===== config.mk =====
export PLATFORM = sky130hd
export DESIGN_NAME = link_frame_builder_flat
export DESIGN_NICKNAME = d
export VERILOG_FILES = /design/src/rtl/link_frame_builder_pkg.sv /design/src/rtl/link_frame_builder_if.sv /design/src/rtl/link_frame_builder_fifo.sv /design/src/rtl/link_frame_builder.sv /design/src/flat_wrapper.sv
export SDC_FILE = /design/constraint.sdc
export NUM_CORES = 1
export LEC_CHECK = 0
export ABC_CLOCK_PERIOD_IN_PS = 7300
export BUFFER_PORTS_ARGS = -buffer_cell sky130_fd_sc_hd__buf_2
export CORE_ASPECT_RATIO = 0.8
export CORE_MARGIN = 1
export CORE_UTILIZATION = 40
export CTS_CLUSTER_DIAMETER = 40
export DETAILED_ROUTE_END_ITERATION = 7
export GPL_TIMING_DRIVEN = 0
export PLACE_DENSITY = 0.59
export SYNTH_ARGS = -nofsm -noshare
export SYNTH_HDL_FRONTEND = slang
export SYNTH_SLANG_ARGS = --single-unit

===== constraint.sdc =====
create_clock -name clk -period 7.3 [get_ports clk]
set_clock_uncertainty 0.15 [all_clocks]
set_input_delay 0 -clock clk [delete_from_list [all_inputs] [get_ports clk]]
set_output_delay 0 -clock clk [all_outputs]
set_load 0.05 [all_outputs]

===== src/rtl/link_frame_builder_pkg.sv =====
// Shared constants, FSM state encoding and link word formats for the frame builder.
// Latency: none (package only).
// Backpressure: n/a.
package link_frame_builder_pkg;

   localparam int         MEM_W        = 54;
   localparam int         LINK_W       = 64;
   localparam logic [7:0] HDR_MARK_DEF = 8'hA5;
   localparam logic [7:0] TRL_MARK_DEF = 8'h5A;
   localparam logic [1:0] PAY_TAG      = 2'b01;

   typedef enum logic [1:0] {IDLE, HEADER, PAYLOAD, TRAILER} state_t;

   typedef struct packed {
      logic [7:0]  mark;
      logic [4:0]  rsvd;
      logic [2:0]  bx;
      logic [47:0] zero;
   } hdr_t;

   typedef struct packed {
      logic [1:0]       tag;
      logic [7:0]       rsvd;
      logic [MEM_W-1:0] dat;
   } pay_t;

   typedef struct packed {
      logic [7:0]  mark;
      logic        truncated;
      logic        overflow;
      logic [2:0]  rsvd;
      logic [2:0]  bx;
      logic [39:0] zero;
      logic [7:0]  count;
   } trl_t;

   function automatic logic [LINK_W-1:0] mk_hdr(input logic [7:0] mark, input logic [2:0] bx);
      hdr_t h;
      h = '{mark: mark, rsvd: '0, bx: bx, zero: '0};
      return h;
   endfunction

   function automatic logic [LINK_W-1:0] mk_pay(input logic [MEM_W-1:0] dat);
      pay_t p;
      p = '{tag: PAY_TAG, rsvd: '0, dat: dat};
      return p;
   endfunction

   function automatic logic [LINK_W-1:0] mk_trl(input logic [7:0] mark, input logic trunc,
                                                input logic ovf, input logic [2:0] bx,
                                                input logic [7:0] cnt);
      trl_t t;
      t = '{mark: mark, truncated: trunc, overflow: ovf, rsvd: '0, bx: bx, zero: '0, count: cnt};
      return t;
   endfunction

endpackage


===== src/rtl/link_frame_builder_if.sv =====
// Bundles the merge-stage input stream, the event strobe and the framed link output.
// Latency: none (wiring only).
// Backpressure: link_ready from the consumer; the input stream has none (drops on full).
interface link_frame_builder_if;
   import link_frame_builder_pkg::*;

   logic              new_event;
   logic [2:0]        BX;
   logic [MEM_W-1:0]  mem_dat_stream;
   logic              valid;
   logic              none;
   logic              link_ready;
   logic [LINK_W-1:0] link_dat;
   logic              link_valid;
   logic              frame_done;

   modport master (
      output new_event, BX, mem_dat_stream, valid, none, link_ready,
      input  link_dat, link_valid, frame_done
   );

   modport slave (
      input  new_event, BX, mem_dat_stream, valid, none, link_ready,
      output link_dat, link_valid, frame_done
   );
endinterface


===== src/rtl/link_frame_builder_fifo.sv =====
// Single-clock payload buffer with full/empty flags and a synchronous clear.
// Latency: a pushed word is readable at pop_dat the cycle after the push.
// Backpressure: caller must not push when full (unless popping) nor pop when empty.
module link_fifo #(
   parameter int WIDTH = 54,
   parameter int DEPTH = 16
) (
   input  logic             clk,
   input  logic             reset,
   input  logic             clr,
   input  logic             push,
   input  logic [WIDTH-1:0] push_dat,
   input  logic             pop,
   output logic [WIDTH-1:0] pop_dat,
   output logic             full,
   output logic             empty
);
   localparam int AW = $clog2(DEPTH);

   logic [WIDTH-1:0] mem [DEPTH];
   logic [AW:0]      wr_ptr;
   logic [AW:0]      rd_ptr;

   assign empty   = (wr_ptr == rd_ptr);
   assign full    = (wr_ptr[AW] != rd_ptr[AW]) && (wr_ptr[AW-1:0] == rd_ptr[AW-1:0]);
   assign pop_dat = mem[rd_ptr[AW-1:0]];

   // Pointer update; clear and reset both empty the buffer.
   always_ff @(posedge clk) begin
      if (!reset || clr) begin
         wr_ptr <= '0;
         rd_ptr <= '0;
      end else begin
         if (push) wr_ptr <= wr_ptr + (AW+1)'(1);
         if (pop)  rd_ptr <= rd_ptr + (AW+1)'(1);
      end
   end

   // Storage write; contents need no reset because the pointers gate visibility.
   always_ff @(posedge clk) begin
      if (push) mem[wr_ptr[AW-1:0]] <= push_dat;
   end
endmodule


===== src/rtl/link_frame_builder.sv =====
// Frames merged memory words as header / payload* / trailer on a 64-bit link.
// Latency: buffered word reaches link_dat one cycle after its write when the buffer is empty.
// Backpressure: link_ready stalls the registered output; input words drop when the buffer is full.
module link_frame_builder
   import link_frame_builder_pkg::*;
#(
   parameter int         FIFO_DEPTH = 16,
   parameter logic [7:0] HDR_MARK   = HDR_MARK_DEF,
   parameter logic [7:0] TRL_MARK   = TRL_MARK_DEF
) (
   input logic                 clk,
   input logic                 reset,
   link_frame_builder_if.slave bus
);
   state_t            state, state_nxt;
   logic              trl_loaded, pending, event_active, truncated, overflow, out_pay;
   logic [7:0]        count, cnt_eff;
   logic [1:0]        holdoff;
   logic [2:0]        bx_latched, frame_bx, hdr_bx;
   logic              fifo_full, fifo_empty, fifo_push, fifo_pop, fifo_clr;
   logic [MEM_W-1:0]  fifo_dat;
   logic              xfer, slot_free, trunc, ovf_now, cnt_inc;
   logic              load, load_pay, trl_load, hdr_load, evt_end;
   logic [LINK_W-1:0] load_dat, trl_word;

   assign xfer      = bus.link_valid && bus.link_ready;
   assign slot_free = !bus.link_valid || bus.link_ready;
   // A new event while the frame is still open cuts it short.
   assign trunc     = bus.new_event && (state == HEADER || state == PAYLOAD);
   assign fifo_clr  = trunc;
   assign fifo_push = bus.valid && event_active && !fifo_clr && (!fifo_full || fifo_pop);
   assign ovf_now   = bus.valid && event_active && !fifo_clr && fifo_full && !fifo_pop;
   // The payload leaving this cycle must already be in the trailer count.
   assign cnt_inc   = xfer && out_pay;
   assign cnt_eff   = (cnt_inc && count != 8'hFF) ? count + 8'd1 : count;
   assign hdr_bx    = bus.new_event ? bus.BX : bx_latched;
   assign trl_word  = mk_trl(TRL_MARK, truncated | trunc, overflow, frame_bx, cnt_eff);
   assign bus.frame_done = (state == TRAILER) && trl_loaded && xfer;

   link_fifo #(.WIDTH(MEM_W), .DEPTH(FIFO_DEPTH)) u_fifo (
      .clk      (clk),
      .reset    (reset),
      .clr      (fifo_clr),
      .push     (fifo_push),
      .push_dat (bus.mem_dat_stream),
      .pop      (fifo_pop),
      .pop_dat  (fifo_dat),
      .full     (fifo_full),
      .empty    (fifo_empty)
   );

   // Next state and the choice of word to load into the output register.
   always_comb begin
      state_nxt = state;
      load      = 1'b0;
      load_pay  = 1'b0;
      load_dat  = '0;
      fifo_pop  = 1'b0;
      trl_load  = 1'b0;
      hdr_load  = 1'b0;
      evt_end   = 1'b0;
      unique case (state)
         IDLE: if (bus.new_event || pending) begin
            hdr_load  = 1'b1;
            state_nxt = HEADER;
         end
         HEADER: if (trunc) state_nxt = TRAILER;
         else if (xfer) begin
            state_nxt = PAYLOAD;
            fifo_pop  = !fifo_empty;
         end
         PAYLOAD: if (trunc) state_nxt = TRAILER;
         else if (slot_free) begin
            if (!fifo_empty) fifo_pop = 1'b1;
            else if (bus.none && holdoff == 2'd3) begin
               trl_load  = 1'b1;
               evt_end   = 1'b1;
               state_nxt = TRAILER;
            end
         end
         TRAILER: if (!trl_loaded) trl_load = slot_free;
         else if (xfer) begin
            if (pending || bus.new_event) begin
               hdr_load  = 1'b1;
               state_nxt = HEADER;
            end else begin
               state_nxt = IDLE;
            end
         end
         default: state_nxt = IDLE;
      endcase
      if (trunc && slot_free) trl_load = 1'b1;
      if (hdr_load) begin
         load     = 1'b1;
         load_dat = mk_hdr(HDR_MARK, hdr_bx);
      end else if (trl_load) begin
         load     = 1'b1;
         load_dat = trl_word;
      end else if (fifo_pop) begin
         load     = 1'b1;
         load_pay = 1'b1;
         load_dat = mk_pay(fifo_dat);
      end
   end

   // State register, plus whether the trailer already sits in the output register.
   always_ff @(posedge clk) begin
      if (!reset) begin
         state      <= IDLE;
         trl_loaded <= 1'b0;
      end else begin
         state      <= state_nxt;
         trl_loaded <= (state_nxt == TRAILER) && (trl_loaded || trl_load);
      end
   end

   // Per-event and per-frame bookkeeping; frame flags restart when a header is loaded.
   always_ff @(posedge clk) begin
      if (!reset) begin
         bx_latched   <= '0;
         frame_bx     <= '0;
         event_active <= 1'b0;
         holdoff      <= '0;
         pending      <= 1'b0;
         truncated    <= 1'b0;
         overflow     <= 1'b0;
         count        <= '0;
      end else begin
         if (bus.new_event) bx_latched <= bus.BX;
         if (hdr_load)      frame_bx   <= hdr_bx;
         if (bus.new_event)  event_active <= 1'b1;
         else if (evt_end)   event_active <= 1'b0;
         if (bus.new_event)       holdoff <= '0;
         else if (holdoff != 2'd3) holdoff <= holdoff + 2'd1;
         pending   <= !hdr_load && (pending || bus.new_event);
         truncated <= !hdr_load && (truncated || trunc);
         overflow  <= hdr_load ? ovf_now : (overflow || ovf_now);
         count     <= hdr_load ? '0 : cnt_eff;
      end
   end

   // Registered link output; data holds while stalled.
   always_ff @(posedge clk) begin
      if (!reset) begin
         bus.link_valid <= 1'b0;
         bus.link_dat   <= '0;
         out_pay        <= 1'b0;
      end else if (load) begin
         bus.link_valid <= 1'b1;
         bus.link_dat   <= load_dat;
         out_pay        <= load_pay;
      end else if (slot_free) begin
         bus.link_valid <= 1'b0;
         out_pay        <= 1'b0;
      end
   end
endmodule


===== src/flat_wrapper.sv =====
// flat-port wrapper written by rule: the top's interface ports become plain ports
module link_frame_builder_flat import link_frame_builder_pkg::*;
#(
   parameter int         FIFO_DEPTH = 16,
   parameter logic [7:0] HDR_MARK   = HDR_MARK_DEF,
   parameter logic [7:0] TRL_MARK   = TRL_MARK_DEF
)
  (clk, reset, bus_new_event, bus_BX, bus_mem_dat_stream, bus_valid, bus_none, bus_link_ready, bus_link_dat, bus_link_valid, bus_frame_done);
  link_frame_builder_if bus_i ();
  input logic clk;
  input logic reset;
  input wire logic [$bits(bus_i.new_event)-1:0] bus_new_event;
  input wire logic [$bits(bus_i.BX)-1:0] bus_BX;
  input wire logic [$bits(bus_i.mem_dat_stream)-1:0] bus_mem_dat_stream;
  input wire logic [$bits(bus_i.valid)-1:0] bus_valid;
  input wire logic [$bits(bus_i.none)-1:0] bus_none;
  input wire logic [$bits(bus_i.link_ready)-1:0] bus_link_ready;
  output wire logic [$bits(bus_i.link_dat)-1:0] bus_link_dat;
  output wire logic [$bits(bus_i.link_valid)-1:0] bus_link_valid;
  output wire logic [$bits(bus_i.frame_done)-1:0] bus_frame_done;
  assign bus_i.new_event = bus_new_event;
  assign bus_i.BX = bus_BX;
  assign bus_i.mem_dat_stream = bus_mem_dat_stream;
  assign bus_i.valid = bus_valid;
  assign bus_i.none = bus_none;
  assign bus_i.link_ready = bus_link_ready;
  assign bus_link_dat = bus_i.link_dat;
  assign bus_link_valid = bus_i.link_valid;
  assign bus_frame_done = bus_i.frame_done;
  link_frame_builder #(.FIFO_DEPTH(FIFO_DEPTH), .HDR_MARK(HDR_MARK), .TRL_MARK(TRL_MARK)) u_core (.clk(clk), .reset(reset), .bus(bus_i));
endmodule

==> qor.yml <==
cts.sinks: 962
synthCells: 1766
layout_common_cells: "edfxtp_1, mux4_2, buf_2"
crit_required_ps: 7750
synth-edff-count: 864
cp-end-kind: "flop"
slew_viol_final: 0
io_pins: 129
synth_largest_area_cell: "edfxtp_1"
hold_class: "input port to flop"
worst_pin_slew_ps: 1130
first_global_vias: 19300
reg2regPathDepth: 7
path_clk_slew_ps: 60
cp_max_fo: 10
antenna_found_initial: 4
initial_core_util: 0.407
crit_slowest_cell: "buf_1"
place_ws_ps: 3150
wl_met3_microns: 5630
max_slew_margin: 0.249
p_leak_nw: 14.0
vias_per_cell: 5.50
die_width_microns: 341
hold_path_end: "u_core.u_fifo.mem[12][11]"
postSynthAreaPerCell_sq_um: 20.8
post-dp-hpwl_microns: 53400
ys_warn_count: 0
start_kind: "flop"
met1_length_microns: 38900
drive_above_1_share: 0.289
drtAntennaViolNets: 0
io_buffers: 128
grt_max_degree: 41
routed.top_layer: "met5"
ys_seq_area_frac: 0.761
grt_use_total: 0.191
rr_endpoint: "u_core.bus.link_dat[48]"
power.density_nw_per_um2: 286
yosys-top-cells-area: "edfxtp_1, mux4_2, dfxtp_1"
path_depth: 7
r2r_setup_slack_ps: 3210
cap_violations: 0
cts_buffer_depth: 3
netlist.area_leader.share: 0.707
p_total_mw: 12.5
finalCritPeriodShare: 0.560
worstSkewPairLatency_ps: 680
num_vias: 18700
dr_wl_met2_microns: 41600
num_rows: 98
area_growth_pct: 19.7
ir_drop_v: 0.000191
cts_made_buffers: 111
dpl_cell_area_sq_um: 39400
ys_seq_elements: 962
core_area_sq_um: 90100
gp_routability_congestion: 0.815
synth_fp_nets: 1840
path_cells: "clkbuf_1 > buf_2 > buf_1 > clkbuf_1 > nand3_1 > a31oi_1 > o221a_2"
cp_top_family: "buffers and inverters"
synth_cell_types: 55
max_stage_delay_ps: 820
postCtsSetupRepairBufs: 0
layout_commonest_cell: "edfxtp_1"
min_delay_path_depth: 2
tritoncts: "done"
fin_crit_ps: 4090
setup-violations-final: 0
grt-ovfl-total: 0
crit_top_cell: "clkbuf_1"
worstHoldStart: "bus_mem_dat_stream[11]"
die_y_microns: 273
layout.nets: 2172
drt-total-wl_microns: 87800
clockRootBuffer: "clkbuf_16"
crit_arrival_ps: 4540
netlist_area_sq_um: 36700
status: "finished, final reports clean"
htreeDepth: 3
crit_buf_inv: 4
fmax_ghz: 0.245
synth_flop_cell: "edfxtp_1"
final_area_sq_um: 43900
wl_per_cell_microns: 25.8
drtIter0Drc: 1684
crit_type: "flop to flop"
ys_async_sr_fraction: 0
first_pass_iters: 8
rsz0062_at_grt: "false"
drc_errors: 0
grt_pass1_wl_microns: 129000
hold_viol_final: 0
worst_slack_ps: 3210
dieArea_sq_um: 92900
## layer usage
| metal | global-route usage | vias up |
|---|---|---|
| met5 | 0 | - |
| met4 | 0.0467 | 4 |
| met3 | 0.0376 | 115 |
| met2 | 0.303 | 640 |
| met1 | 0.274 | 9885 |
| li1 | - | 8050 |
## power by group
| part | total, mW | leakage (nW) | internal (mW) | switching [mW] |
|---|---|---|---|---|
| clock | 5.64 | 1.83 | 3.39 | 2.25 |
| sequential | 6.11 | 8.57 | 6.07 | 0.0419 |
| combinational | 0.793 | 3.60 | 0.253 | 0.540 |
| total | 12.5 | 14.0 | 9.71 | 2.84 |
## cells in the mapped netlist (13+ instances only)
| library cell | number |
|---|---|
| edfxtp_1 | 864 |
| clkbuf_1 | 49 |
| a22o_1 | 43 |
| o21ai_0 | 13 |
| buf_2 | 37 |
| nor2_1 | 38 |
| nand2_1 | 21 |
| a211oi_1 | 43 |
| mux2i_1 | 51 |
| mux4_2 | 220 |
| dfxtp_1 | 98 |
| nor2b_1 | 51 |
| a21oi_1 | 51 |
| nand3_1 | 25 |
| and3_1 | 20 |
## state kept, by name, summed over array words and instances, names as in the netlist, 2 cells and up, named ones only
signal and count:
u_core.bus.link_dat 59, u_core.bx_latched 3, u_core.state 2, u_core.frame_bx 3, u_core.count 8, u_core.u_fifo.rd_ptr 5
u_core.u_fifo.mem 864, u_core.u_fifo.wr_ptr 5, u_core.holdoff 2
## logic make-up (layout without fill, tap and decap cells)
group,count (synthesis),after routing,synth area share
AO/OA/AOI/OAI,208,208,0.0412
flip-flops,962,962,0.761
adder cells (fa/ha/maj),11,11,0.00375
multiplexers,271,271,0.149
XOR/XNOR,16,16,0.00382
AND/OR/NAND/NOR,184,184,0.0270
other,0,4,0
buffers and inverters,114,540,0.0145
## metrics by stage
stage                     TNS (ps)  hold WS [ps]  utilization  cells
after detailed placement         0           130        0.437   3119
after floorplan                  0         -51.1            -   1766
after global routing             0          83.6        0.487   3393
after CTS                        0          39.8        0.487   3392
after global placement     -253580           125        0.431   3094
final                            0          88.3        0.487   3396
## what timing repair did
| action | 4_1_cts | 5_1_grt |
|---|---|---|
| hold endpoints to repair | 914 | 0 |
| hold buffers | 66 | 0 |
| setup endpoints to repair | 0 | 0 |
| resized for setup | 0 | 0 |
## how the worst max path moves through the flow
stage                           from                        to  slack [ps]
2_1_floorplan  u_core.bus.link_valid   u_core.u_fifo.mem[3][0]        1330
3_3_place_gp         u_core.state[1]  u_core.u_fifo.mem[3][29]       -3870
3_5_place_dp                    flop   u_core.bus.link_dat[48]        3150
4_1_cts                         flop   u_core.bus.link_dat[48]        3130
5_1_grt                         flop   u_core.bus.link_dat[48]        3120
6_report                        flop   u_core.bus.link_dat[48]        3210
## final cells by class
| class | instances | area, sq um |
|---|---|---|
| clock buffers | 137 | 2980 |
| well taps | 1200 | 1500 |
| plain buffers | 104 | 494 |
| diodes | 4 | 10.0 |
| clock inverters | 70 | 836 |
| repair buffers | 219 | 1810 |
| flip-flops and latches | 962 | 27900 |
| multi-input cells | 690 | 8330 |
| inverters | 10 | 37.5 |
| fillers | 7377 | 46200 |
Power figures use the tool's default switching activity.
